<file path="src/rtl/one_hot_pkg.sv">
// Shared one-hot helpers.
//   is_one_hot : 1 when exactly one bit of the (zero-extended) vector is set.
//   sat_inc    : increment that sticks at the all-ones value of a w-bit field.
// The one-hot mux uses is_one_hot for its select check as well, so any change
// here affects both blocks.
package one_hot_pkg;

  localparam int ONE_HOT_MAX_W = 64;  // widest select the helper accepts
  localparam int SAT_MAX_W     = 32;  // widest counter sat_inc accepts

  function automatic logic is_one_hot(input logic [ONE_HOT_MAX_W-1:0] v);
    int n;
    n = 0;
    for (int i = 0; i < ONE_HOT_MAX_W; i++) n += int'(v[i]);
    return (n == 1);
  endfunction

  // w is the real width of the counter held in v; the upper bits of v are 0.
  function automatic logic [SAT_MAX_W-1:0] sat_inc(input logic [SAT_MAX_W-1:0] v,
                                                   input int w);
    logic [SAT_MAX_W-1:0] max_v;
    // For w == SAT_MAX_W the shift yields 0 and the subtraction wraps to all-ones.
    max_v = (SAT_MAX_W'(1) << w) - SAT_MAX_W'(1);
    return (v == max_v) ? v : v + SAT_MAX_W'(1);
  endfunction

endpackage

</file>
<file path="src/rtl/one_hot_demux_ff_if.sv">
// Bundle for one_hot_demux_ff: upstream valid/ready stream with one-hot select,
// CNT downstream valid/ready slots, and the illegal-select error outputs.
//   slave  : the demux side (consumes in_*, out_rdy; produces the rest)
//   master : the environment side (producer + consumers)
// out_data is [CNT][WIDTH] packed, bit-identical to a flat WIDTH*CNT bus with
// channel i in bits [i*WIDTH +: WIDTH].
interface one_hot_demux_ff_if #(
  parameter int WIDTH     = 32,
  parameter int CNT       = 5,
  parameter int ERR_CNT_W = 8
);
  logic                      in_vld;
  logic [CNT-1:0]            in_sel;
  logic [WIDTH-1:0]          in_data;
  logic                      in_rdy;
  logic [CNT-1:0]            out_vld;
  logic [CNT-1:0][WIDTH-1:0] out_data;
  logic [CNT-1:0]            out_rdy;
  logic                      err;
  logic [ERR_CNT_W-1:0]      err_cnt;

  modport slave (
    input  in_vld, in_sel, in_data, out_rdy,
    output in_rdy, out_vld, out_data, err, err_cnt
  );

  modport master (
    output in_vld, in_sel, in_data, out_rdy,
    input  in_rdy, out_vld, out_data, err, err_cnt
  );
endinterface

</file>
<file path="src/rtl/one_hot_demux_slot.sv">
// One output channel of the one-hot demux: a full/empty bit plus a data
// register.
//   clk, rst   : clock, async active-high reset (clears vld and data)
//   load       : write load_data this cycle (wins over a concurrent drain)
//   load_data  : word to store
//   out_rdy    : downstream ready for this channel
//   vld, data  : registered slot contents
//   free       : slot can take a word this cycle (empty, or draining now)
module one_hot_demux_slot #(
  parameter int WIDTH = 32
) (
  input  logic             clk,
  input  logic             rst,
  input  logic             load,
  input  logic [WIDTH-1:0] load_data,
  input  logic             out_rdy,
  output logic             vld,
  output logic [WIDTH-1:0] data,
  output logic             free
);

  logic             vld_d,  vld_q;
  logic [WIDTH-1:0] data_d, data_q;

  // Data is only ever written by a load; a drain just drops the valid bit so
  // the last word stays visible on the bus.
  always_comb begin
    vld_d  = vld_q;
    data_d = data_q;
    if (load) begin
      vld_d  = 1'b1;
      data_d = load_data;
    end else if (vld_q && out_rdy) begin
      vld_d  = 1'b0;
    end
  end

  always_ff @(posedge clk or posedge rst) begin
    if (rst) begin
      vld_q  <= 1'b0;
      data_q <= '0;
    end else begin
      vld_q  <= vld_d;
      data_q <= data_d;
    end
  end

  assign vld  = vld_q;
  assign data = data_q;
  assign free = !vld_q || out_rdy;

endmodule

</file>
<file path="src/rtl/one_hot_demux_ff.sv">
// Registered one-hot demultiplexer. A single upstream valid/ready stream
// carries a word plus a one-hot destination select; the word lands in one of
// CNT output slots, each drained by its own valid/ready handshake.
// Illegal (non-one-hot) selects are swallowed, pulsed on err and counted in a
// saturating err_cnt.
//   clk, rst : clock, async active-high reset
//   bus      : one_hot_demux_ff_if.slave
//              in_vld/in_sel/in_data/in_rdy   upstream stream (in_rdy comb)
//              out_vld/out_data/out_rdy       per-channel slots (registered)
//              err/err_cnt                    illegal-select pulse/count
// With ONE_HOT_CHECK = 0 the source guarantees a one-hot select; the check,
// err and err_cnt are removed (tied to 0).
module one_hot_demux_ff
  import one_hot_pkg::*;
#(
  parameter int WIDTH         = 32,
  parameter int CNT           = 5,
  parameter bit ONE_HOT_CHECK = 1'b1,
  parameter int ERR_CNT_W     = 8
) (
  input  logic                  clk,
  input  logic                  rst,
  one_hot_demux_ff_if.slave     bus
);

  logic                      sel_ok;
  logic                      accept;
  logic [CNT-1:0]            slot_free;
  logic [CNT-1:0]            slot_load;
  logic [CNT-1:0]            slot_vld;
  logic [CNT-1:0][WIDTH-1:0] slot_data;

  // An illegal select is always taken so a bad word can never stall the
  // producer. in_rdy is deliberately independent of in_vld.
  assign bus.in_rdy = sel_ok ? |(bus.in_sel & slot_free) : 1'b1;
  assign accept     = bus.in_vld && bus.in_rdy && sel_ok;
  assign slot_load  = {CNT{accept}} & bus.in_sel;

  for (genvar i = 0; i < CNT; i++) begin : g_slot
    one_hot_demux_slot #(
      .WIDTH (WIDTH)
    ) u_slot (
      .clk       (clk),
      .rst       (rst),
      .load      (slot_load[i]),
      .load_data (bus.in_data),
      .out_rdy   (bus.out_rdy[i]),
      .vld       (slot_vld[i]),
      .data      (slot_data[i]),
      .free      (slot_free[i])
    );
  end

  assign bus.out_vld  = slot_vld;
  assign bus.out_data = slot_data;

  if (ONE_HOT_CHECK) begin : g_chk
    logic                 illegal;
    logic                 err_d, err_q;
    logic [ERR_CNT_W-1:0] err_cnt_d, err_cnt_q;

    // All-zero selects count as illegal too.
    assign sel_ok  = is_one_hot(ONE_HOT_MAX_W'(bus.in_sel));
    assign illegal = bus.in_vld && !sel_ok;

    always_comb begin
      err_d     = illegal;
      err_cnt_d = err_cnt_q;
      if (illegal) err_cnt_d = ERR_CNT_W'(sat_inc(SAT_MAX_W'(err_cnt_q), ERR_CNT_W));
    end

    always_ff @(posedge clk or posedge rst) begin
      if (rst) begin
        err_q     <= 1'b0;
        err_cnt_q <= '0;
      end else begin
        err_q     <= err_d;
        err_cnt_q <= err_cnt_d;
      end
    end

    assign bus.err     = err_q;
    assign bus.err_cnt = err_cnt_q;
  end else begin : g_nochk
    assign sel_ok      = 1'b1;
    assign bus.err     = 1'b0;
    assign bus.err_cnt = '0;
  end

endmodule

</file>
<file path="src/flat_wrapper.sv">
// flat-port wrapper written by rule: the top's interface ports become plain ports
module one_hot_demux_ff_flat import one_hot_pkg::*;
#(
  parameter int WIDTH         = 32,
  parameter int CNT           = 5,
  parameter bit ONE_HOT_CHECK = 1'b1,
  parameter int ERR_CNT_W     = 8
)
  (clk, rst, bus_in_vld, bus_in_sel, bus_in_data, bus_out_rdy, bus_in_rdy, bus_out_vld, bus_out_data, bus_err, bus_err_cnt);
  one_hot_demux_ff_if #(.WIDTH(WIDTH), .CNT(CNT), .ERR_CNT_W(ERR_CNT_W)) bus_i ();
  input  logic clk;
  input  logic rst;
  input wire logic [$bits(bus_i.in_vld)-1:0] bus_in_vld;
  input wire logic [$bits(bus_i.in_sel)-1:0] bus_in_sel;
  input wire logic [$bits(bus_i.in_data)-1:0] bus_in_data;
  input wire logic [$bits(bus_i.out_rdy)-1:0] bus_out_rdy;
  output wire logic [$bits(bus_i.in_rdy)-1:0] bus_in_rdy;
  output wire logic [$bits(bus_i.out_vld)-1:0] bus_out_vld;
  output wire logic [$bits(bus_i.out_data)-1:0] bus_out_data;
  output wire logic [$bits(bus_i.err)-1:0] bus_err;
  output wire logic [$bits(bus_i.err_cnt)-1:0] bus_err_cnt;
  assign bus_i.in_vld = bus_in_vld;
  assign bus_i.in_sel = bus_in_sel;
  assign bus_i.in_data = bus_in_data;
  assign bus_i.out_rdy = bus_out_rdy;
  assign bus_in_rdy = bus_i.in_rdy;
  assign bus_out_vld = bus_i.out_vld;
  assign bus_out_data = bus_i.out_data;
  assign bus_err = bus_i.err;
  assign bus_err_cnt = bus_i.err_cnt;
  one_hot_demux_ff #(.WIDTH(WIDTH), .CNT(CNT), .ONE_HOT_CHECK(ONE_HOT_CHECK), .ERR_CNT_W(ERR_CNT_W)) u_core (.clk(clk), .rst(rst), .bus(bus_i));
endmodule
</file>
<file path="config.mk">
export PLATFORM = sky130hd
export DESIGN_NAME = one_hot_demux_ff_flat
export DESIGN_NICKNAME = d
export VERILOG_FILES = /design/src/rtl/one_hot_pkg.sv /design/src/rtl/one_hot_demux_ff_if.sv /design/src/rtl/one_hot_demux_slot.sv /design/src/rtl/one_hot_demux_ff.sv /design/src/flat_wrapper.sv
export SDC_FILE = /design/constraint.sdc
export NUM_CORES = 1
export LEC_CHECK = 0
export BUFFER_PORTS_ARGS = -buffer_cell sky130_fd_sc_hd__buf_4
export CAP_MARGIN = 20
export CORE_ASPECT_RATIO = 1.75
export CORE_MARGIN = 3
export CORE_UTILIZATION = 54
export CTS_BUF_LIST = sky130_fd_sc_hd__clkbuf_2
export CTS_CLUSTER_DIAMETER = 60
export CTS_CLUSTER_SIZE = 30
export DETAILED_ROUTE_END_ITERATION = 16
export GPL_TIMING_DRIVEN = 0
export PLACE_DENSITY_LB_ADDON = 0.1
export SYNTH_ARGS = -nofsm -noshare
export SYNTH_HDL_FRONTEND = slang
export SYNTH_HIERARCHICAL = 1
export SYNTH_SLANG_ARGS = --single-unit
</file>
<file path="constraint.sdc">
create_clock -name clk -period 3.5 [get_ports clk]
set_clock_uncertainty 0.15 [all_clocks]
set_input_delay 0.7 -clock clk [delete_from_list [all_inputs] [get_ports clk]]
set_output_delay 0.7 -clock clk [all_outputs]
set_load 0.1 [all_outputs]
</file>
==> impl_metrics.json <==
{
  "status": "finished, final reports clean",
  "antenna_found_initial": 1,
  "instances_no_fill": 860,
  "cp-start-kind": "input pin",
  "nets": 722,
  "arrival_ns": 2.56,
  "synth.largest_area_cell": "dfrtp_1",
  "fill_cells": 899,
  "synth_cell_type_count": 30,
  "hp-start": "bus_in_data[26]",
  "slew_headroom": 0.406,
  "ys_ff_latch": 174,
  "syn_area_mm2": 0.00751,
  "grt_overflow": 0,
  "synthTopCellsByArea": "dfrtp_1 (58%), mux2_4 (29%), buf_12 (4.0%)",
  "path_max_fanout": 3,
  "met2_length_um": 9990,
  "clkTransAtPathRegs_ns": 0.27,
  "netlist_instances": 418,
  "dpl.hpwl_um": 13000,
  "post-route-period-util": 0.974,
  "synthArstFlopShare": 1.00,
  "fp-row-count": 56,
  "seq_area_mm2": 0.00435,
  "fmax_ghz": 0.293,
  "synth-edff-count": 0,
  "drt-met1-wl_um": 6930,
  "initial_core_util": 0.556,
  "ys.flop_type": "dfrtp_1",
  "drt_iter0_drc": 125,
  "numPortBuffers": 219,
  "drc": 0,
  "globalplace.congestion": 0.806,
  "hold_viol_final": 0,
  "cts_buffer_depth": 2,
  "die_h_um": 162,
  "avgSynthCellArea_um2": 18.0,
  "grt_pass1_wl_um": 28600,
  "io_pins": 220,
  "cp.required_ns": 2.65,
  "synth_top_area_share": 0.579,
  "seq_area_frac_synth": 0.579,
  "dp.cells": 811,
  "worstSkewPairLatency_ns": 0.70,
  "antenna_left": 0,
  "cts-buffers-inserted": 17,
  "min_period_ns": 3.41,
  "drt-wirelength-per-cell_um": 21.4,
  "synth_warnings": 6,
  "cts_root_buf": "clkbuf_2",
  "grtUsageTotal": 0.249,
  "r2r-start": "u_core/g_slot[1].u_slot/vld$_DFFE_PP0P_",
  "fp.dieW_um": 95.2,
  "grt_max_degree": 34,
  "worst-r2r-setup-slack_ns": 1.09,
  "critPathKind": "in -> out",
  "h-tree-depth": 4,
  "dr_wl_met3_um": 835,
  "synth_nets": 467,
  "drt-total-wl_um": 18400,
  "routed_via_density": 5.13,
  "drive_above_1_share": 0.660,
  "dieArea_mm2": 0.0154,
  "maxCapViolCount": 0,
  "slew_violations": 0,
  "worstMarginPinSlew_ns": 0.890,
  "holdCritPathClass": "in -> reg",
  "cts_tree": "done",
  "synthToLayoutAreaGrowth_pct": 30.8,
  "dr.pass1.iters": 4,
  "startpoint": "bus_in_sel[1]",
  "numClockSinks": 174,
  "rsz0062_at_grt": "no",
  "top_layer": "met4",
  "finalSetupViolCount": 0,
  "endpoint_kind": "output pin",
  "multiInputGateArea_mm2": 0.00279,
  "hold_ws_ns": 0.0921,
  "grt_pass1_vias": 4924,
  "vias": 4410,
  "synthTopCellsByCount": "dfrtp_1 (174), mux2_4 (147), mux2_2 (16), buf_12 (15), inv_1 (13)",
  "synth.most_common_cell": "dfrtp_1",
  "core_region_area_mm2": 0.0135
}
-- cell type report --
class / instances / area share
Inverter: 13 / 0.00573
Tap cell: 174 / 0.0221
Sequential cell: 174 / 0.443
Clock inverter: 13 / 0.0132
Timing Repair Buffer: 236 / 0.186
Antenna cell: 1 / 0.000255
Clock buffer: 18 / 0.00916
Multi-Input combinational cell: 211 / 0.284
Buffer: 20 / 0.0363
-- worst max-delay path: stages --
cell and delay [ns]:
buf_6 0.08, inv_2 0.03, fa_1 0.55, inv_2 0.04, fa_2 0.37, ha_4 0.24
nor3b_4 0.24, nand3_4 0.10, buf_12 0.20
-- through the flow --
step,setup TNS (ns),cell area (µm²),util,worst slack (ns)
3_5_place_dp,-51.38,9420,0.696,-0.358
4_1_cts,0,9670,0.715,0.00806
3_3_place_gp,-43.50,9420,0.696,-0.300
6_report,0,9830,0.727,0.0915
2_1_floorplan,-0.991,7550,-,-0.00811
5_1_grt,0,9830,0.727,0.00257
-- what timing repair did --
action                     CTS  global route
buffers inserted             1             1
pin swaps                    1             4
setup endpoints to repair    1             1
hold buffers                 2            13
gates resized for setup      1             7
hold endpoints to repair   133            41
-- cell families after synthesis --
group,count (synthesis),share of synthesized area
flops,174,0.579
compound gates,8,0.00833
xor+xnor,3,0.00350
buf+inv,33,0.0539
simple gates,32,0.0270
fa+ha+maj,4,0.00866
mux,164,0.319
-- cells in the final DEF (no fill, tap or decap), types with 2 or more instances in the layout --
cell type | synthesis | routed
clkinv_4 | 0 | 4
dfrtp_1 | 174 | 174
nand2b_1 | 11 | 11
inv_1 | 13 | 5
buf_4 | 0 | 218
xnor2_1 | 3 | 3
and2_1 | 5 | 5
dlygate4sd3_1 | 0 | 15
inv_8 | 0 | 2
nand2_1 | 4 | 4
mux2_4 | 147 | 147
and3_1 | 2 | 2
buf_12 | 15 | 16
clkbuf_2 | 0 | 18
nand3_2 | 2 | 2
buf_6 | 5 | 7
clkinvlp_4 | 0 | 2
mux2_2 | 16 | 16
inv_2 | 0 | 7
inv_6 | 0 | 4
-- sequential cells by signal, summed over array words and instances (netlist names) --
| name | cells |
|---|---|
| u_core/bus.err | 1 |
| u_core/bus.err_cnt | 8 |
| u_core/g_slot.u_slot/data | 160 |
| u_core/g_slot.u_slot/vld | 5 |
-- layer usage --
metal	up-vias	GRT usage
li1	1951	-
met1	2265	0.296
met2	159	0.430
met3	35	0.0454
met4	0	0.110
met5	-	0
-- path summary, 6_finish.rpt --
path,depth (start not counted),endpoint
max in group asynchronous,3,u_core/g_slot[4].u_slot/data[30]$_DFFE_PP0P_
worst min register to register,1,u_core/g_slot[4].u_slot/data[7]$_DFFE_PP0P_
min in group asynchronous,3,u_core/bus.err_cnt[4]$_DFFE_PP0P_
worst max register to register,7,u_core/g_slot[1].u_slot/data[30]$_DFFE_PP0P_
worst max-delay path,9,bus_in_rdy
worst min-delay path,2,u_core/g_slot[1].u_slot/data[26]$_DFFE_PP0P_
Power is left out: the tool's default activity adds up to more than one toggle a clock period on the data nets, which glitch-free logic cannot reach.
